File: src/rtl/mem_bus_ctrl.sv
// Memory bus controller: holds the MAR and runs single read/write RAM accesses
// with a fixed number of wait states, returning read data and a level ready flag.
module mem_bus_ctrl #(
   parameter int ADDR_W      = 8,
   parameter int WAIT_STATES = 2
) (
   input  logic              clk,
   input  logic              reset_cycle,
   input  logic [ADDR_W-1:0] addr_in,
   input  logic              addr_load,
   input  logic              rd_req,
   input  logic              wr_req,
   input  logic [7:0]        wr_data,
   output logic [7:0]        data_out,
   output logic              bus_ready,
   output logic              busy,
   output logic [ADDR_W-1:0] mem_addr,
   input  logic [7:0]        mem_rdata,
   output logic [7:0]        mem_wdata,
   output logic              mem_re,
   output logic              mem_we
);

   localparam logic [1:0] ST_IDLE   = 2'd0;
   localparam logic [1:0] ST_ACCESS = 2'd1;
   localparam logic [1:0] ST_DONE   = 2'd2;
   localparam logic [3:0] WAIT_INIT = 4'(WAIT_STATES);

   logic [1:0]        state_reg;
   logic [ADDR_W-1:0] mar_reg;
   logic [3:0]        wcnt_reg;
   logic              is_wr_reg;
   logic [7:0]        data_out_reg;
   logic [7:0]        wdata_reg;
   logic              ready_reg;
   logic              start;

   // Requests are only taken outside ACCESS; anything arriving mid-access is dropped.
   assign start = (state_reg != ST_ACCESS) && (rd_req || wr_req);

   always_ff @(posedge clk) begin
      if (reset_cycle) begin
         state_reg    <= ST_IDLE;
         mar_reg      <= '0;
         wcnt_reg     <= '0;
         is_wr_reg    <= 1'b0;
         data_out_reg <= '0;
         wdata_reg    <= '0;
         ready_reg    <= 1'b0;
      end else begin
         case (state_reg)
            ST_IDLE, ST_DONE: begin
               if (addr_load) begin
                  mar_reg   <= addr_in;
                  ready_reg <= 1'b0;
               end
               if (start) begin
                  state_reg <= ST_ACCESS;
                  wcnt_reg  <= WAIT_INIT;
                  is_wr_reg <= wr_req;
                  ready_reg <= 1'b0;
                  if (wr_req) begin
                     wdata_reg <= wr_data;
                  end
               end
            end
            ST_ACCESS: begin
               if (wcnt_reg != 4'd0) begin
                  wcnt_reg <= wcnt_reg - 4'd1;
               end else begin
                  if (!is_wr_reg) begin
                     data_out_reg <= mem_rdata;
                  end
                  state_reg <= ST_DONE;
                  ready_reg <= 1'b1;
               end
            end
            default: begin
               state_reg <= ST_IDLE;
            end
         endcase
      end
   end

   // All bus outputs decode from registers only, so requests never reach them combinationally.
   assign busy      = (state_reg == ST_ACCESS);
   assign mem_re    = busy && !is_wr_reg;
   assign mem_we    = busy && is_wr_reg && (wcnt_reg == 4'd0);
   assign mem_addr  = mar_reg;
   assign mem_wdata = wdata_reg;
   assign data_out  = data_out_reg;
   assign bus_ready = ready_reg;

endmodule

File: config.mk
export PLATFORM = sky130hd
export DESIGN_NAME = mem_bus_ctrl
export DESIGN_NICKNAME = d
export VERILOG_FILES = /design/src/rtl/mem_bus_ctrl.sv
export SDC_FILE = /design/constraint.sdc
export NUM_CORES = 1
export LEC_CHECK = 0
export CORE_ASPECT_RATIO = 0.75
export CORE_UTILIZATION = 44
export DETAILED_ROUTE_END_ITERATION = 8
export PLACE_DENSITY_LB_ADDON = 0.12
export SLEW_MARGIN = 5
export SYNTH_ARGS = -nofsm -noshare
export SYNTH_HDL_FRONTEND = slang
export SYNTH_SLANG_ARGS = --single-unit
File: constraint.sdc
create_clock -name clk -period 2.95 [get_ports clk]
set_input_delay 0.7375 -clock clk [delete_from_list [all_inputs] [get_ports clk]]
set_output_delay 0.7375 -clock clk [all_outputs]
set_load 0.02 [all_outputs]
## Word-level counts from Yosys, hierarchy flattened

Cells that the tools add are included.

- Add/sub/neg operators: 1
- Multipliers: 0
- Div/mod/pow operators: 0
- Magnitude comparators: 0
- Equal/unequal tests: 7
- Shifts and indexed selects: 0
- Multiplexer cells: 10
- Bitwise operators: 2
- Reductions and logical operators: 18

Operators by type and width:

| kind | number |
|---|---|
| $reduce_and A3 Y1 | 4 |
| $mux W4 | 2 |
| $pmux W4 S2 | 1 |
| $reduce_and A2 Y1 | 3 |
| $logic_and A1 B1 Y1 | 4 |
| $logic_not A4 Y1 | 1 |
| $mux W2 | 2 |
| $ne A2 B1 Y1 const B | 2 |
| $ne A2 B2 Y1 const B | 2 |
| $pmux W2 S2 | 1 |
| $reduce_bool A4 Y1 | 1 |
| $sub A4 B1 Y4 const B | 1 |
| $mux W1 | 3 |
| $ne A3 B3 Y1 const B | 1 |
| $eq A2 B1 Y1 const B | 1 |
| $eq A2 B2 Y1 const B | 1 |
| $logic_not A2 Y1 | 1 |
| $not A1 Y1 | 2 |
| $pmux W1 S2 | 1 |
| $reduce_bool A2 Y1 | 1 |
| $reduce_or A2 Y1 | 1 |
| $logic_not A1 Y1 | 1 |
| $logic_or A1 B1 Y1 | 1 |

- Register bits after elaboration: 32
- Latch bits: 0
- RAM bits: 0
- Memory bits (read-only): 0
- Input port bits: 29
- Output and inout bits: 28
- Logic and storage cells: 45
- Memories: 0

## Depth between registers and ports, before layout

- Depth after elaboration: 4
- Gate-level depth with buffers: 6
- Gate-level depth less buffers: 5

## Least setup slack after synthesis

OpenSTA, ideal clock, no wires.

- Kind: reg2out
- Start point: register wcnt_reg[0]
- End point: output port mem_we
- Arrival time: 1.338 ns
- Data required time: 2.213 ns
- Setup slack: 0.875 ns
- Cell stages (with the launch flop): 6
- Path buffers: 1
- Cells stage by stage: dfxtp_1 -> inv_1 -> ha_1 -> nor3b_1 -> buf_2 -> and3_1

- Cells in the longest elaborated chain, start to end: 2

Ends and longest elaborated chain:

| element | line | RTL |
|---|---|---|
| start: declaration | 31 | `logic [3:0] wcnt_reg;` |
| start signal: assignment | 69 | `wcnt_reg <= wcnt_reg - 4'd1;` |
| $logic_not A4 Y1 | 88 | `assign mem_we = busy && is_wr_reg && (wcnt_reg == 4'd0);` |
| $logic_and A1 B1 Y1 | 88 |  |
| end: declaration | 21 | `output logic mem_we` |

No other way between the ends.

## Worst setup path in the final report

Same ends and word-level chain as after synthesis.

==> flow_summary.toml <==
[synthesis]
yosysMostFrequentCell = "nand2_1"
avgSynthCellArea_um2 = 8.43
yosysWarnings = 0
synth_top_area_share_pct = 48.4
ys_ff_latch = 32
synth_top_area_cell = "dfxtp_1"
yosys-top-cells-area = "dfxtp_1 (48%), a21oi_1 (11%), nand2_1 (9.4%), nand4b_1 (5.3%), o31ai_1 (4.5%)"
ys_types = 28
synth_edf_count = 0
synthCells = 157
async_reset_ff_share_pct = 0
ys_top_cells_by_count = "nand2_1 (33), dfxtp_1 (32), a21oi_1 (30), clkbuf_1 (9)"
synth-seq-area-share_pct = 48.4
synth_fp_nets = 188
yosys_most_used_dff = "dfxtp_1"
syn_area_um2 = 1320

[place]
place.gp.congestion = 0.867
dp_hpwl_mm = 2.49
placed_area_um2 = 1890
port_buffers = 56

[critical_path]
slowest_delay_ps = 600
endpoint_kind = "output pin"
cp_max_fo = 5
cp_data_required_time_ps = 2210
crit_chain = "inv_1 > ha_1 > nor3b_1 > and3_1 > clkdlybuf4s50_1"
arrival_ps = 1950
crit_path_top_delay_cell = "clkdlybuf4s50_1"
path_class = "reg -> out"
cp-start-kind = "register"

[drt]
via_per_inst = 5.33
drt_first_iter_violations = 114
firstDrtPassIters = 4
wl_met2_mm = 1.62
route.vias.total = 1307
wl_per_cell_um = 13.9
drt-met1-wl_mm = 1.55
wl_met3_um = 197
wirelength_mm = 3.42
drc = 0
ant_nets = 0
top_layer_used = "met4"

[sta]
finalCriticalPeriod_ps = 2690
setup_viol = 0
rsz0062_at_grt = "false"
drv_slew = 0
max_slew_margin_pct = 55.8
finalHoldViolCount = 0
period_share_pct = 91.3
hold_ws_ps = 455
fmax_mhz = 371
max_slew.worst_pin.slew_ps = 662
setup-tns-final_ps = 0
skew_ps = 2.33

[clocking]
cts-resized-gates = 0
cts_made_buffers = 5
cts.sinks = 32
clk_pin_slew_ps = 60
htreeDepth = 2
postCtsSetupBuffers = 0
clock_latency_ps = 280
cts.path.max_buffers = 2
cts_tree = "done"
clock-root-buffer = "clkbuf_8"
cts_hold_buffers = 0

[die]
row_count = 16
initial_utilization_pct = 48.6
dieHeight_um = 49.5
die_area_um2 = 3230
coreArea_um2 = 2720
fp.dieW_um = 65.3
io-pin-count = 57

[finish]
fillers = 207
nNetsFinal = 242
final_util_pct = 72.1
final_area_um2 = 1960
drive_gt1_share_pct = 5.26
diodes = 0
areaGrowthSynthToFinish_pct = 48.2

[global_routing]
grt_pass1_vias = 1204
antenna_found_initial = 0
grt_use_total_pct = 22.8
grt_overflow_total = 0
grt_pass1_wl_mm = 5.42
grt_max_degree = 20

[pwr]
p_leak_nw = 0.715
vdd.ir_drop.worst_v = 0.000310
p_per_area_nw_per_um2 = 523
p_total_w = 0.00103

[run_status]
run_status = "complete, no violations"

[hold_path]
hold_class = "reg -> reg"

[job]
cap_violations = 0
[worst max-delay path: cells and delay by family (launching register included)]
kind / cells / cell delay (ps)
fa+ha+maj: 1 / 190
simple gates: 2 / 440
buf+inv: 2 / 690
flops: 1 / 340
[layout by cell type, fill, tap and decap left out]
cell and count:
clkdlybuf4s50_1 56, nand2_1 33, dfxtp_1 32, a21oi_1 30, nand4b_1 8, o31ai_1 8, clkbuf_8 5, nand2b_1 4
inv_1 4, nor2_1 4, buf_4 4, nor2b_1 3, nor3_1 2, ha_1 2, nor3b_1 1, and3_1 1
o21bai_1 1, or3b_1 1, and2b_2 1, or4_1 1, o21ai_0 1, a31o_1 1, a31oi_1 1, nor4_1 1
a31o_2 1, nor4b_1 1, o41ai_1 1, nand3_1 1
[routing by layer]
metal,up-vias,track usage (%)
met3,7,10.2
met5,-,0
li1,648,-
met1,616,26.3
met4,0,7.61
met2,36,37.5
[cell families after synthesis]
logic type / share of synthesized area (%)
and+or+nand+nor: 24.3
AOI/OAI and AO/OA: 19.3
DFF: 48.4
buffers and inverters: 6.14
adders and majority gates: 1.89
[report_power, final]
| part | switching (W) | leakage, nW | internal (W) |
|---|---|---|---|
| Clock | 0.000139 | 0.0359 | 0.000151 |
| Combinational | 0.000130 | 0.417 | 0.000121 |
| Sequential | 0.0000218 | 0.262 | 0.000462 |
[per-stage QoR]
stage	instances	worst slack, ps
final	245	258
after CTS	245	251
after floorplan	157	875
after detailed placement	240	569
after global routing	245	147
after global placement	240	590
[final timing paths]
check	end	slack, ps	startpoint	cells after the start
min reg2reg	mem_wdata[3]$_SDFFE_PP0P_	460	mem_wdata[3]$_SDFFE_PP0P_	2
max reg2reg	data_out[1]$_SDFFE_PP0P_	1280	wcnt_reg[0]$_SDFFE_PP0P_	5
max	mem_we	260	wcnt_reg[0]$_SDFFE_PP0P_	5
min	mem_wdata[3]$_SDFFE_PP0P_	460	mem_wdata[3]$_SDFFE_PP0P_	2
[layout make-up]
cell class,count,area [um2],share of cell area [%]
flip-flops and latches,32,641,32.7
multi-input cells,108,602,30.7
repair buffers,60,591,30.1
clock buffers,5,68.8,3.51
well taps,36,45.0,2.30
inverters,4,15.0,0.765
(Power assumes the default switching activity.)
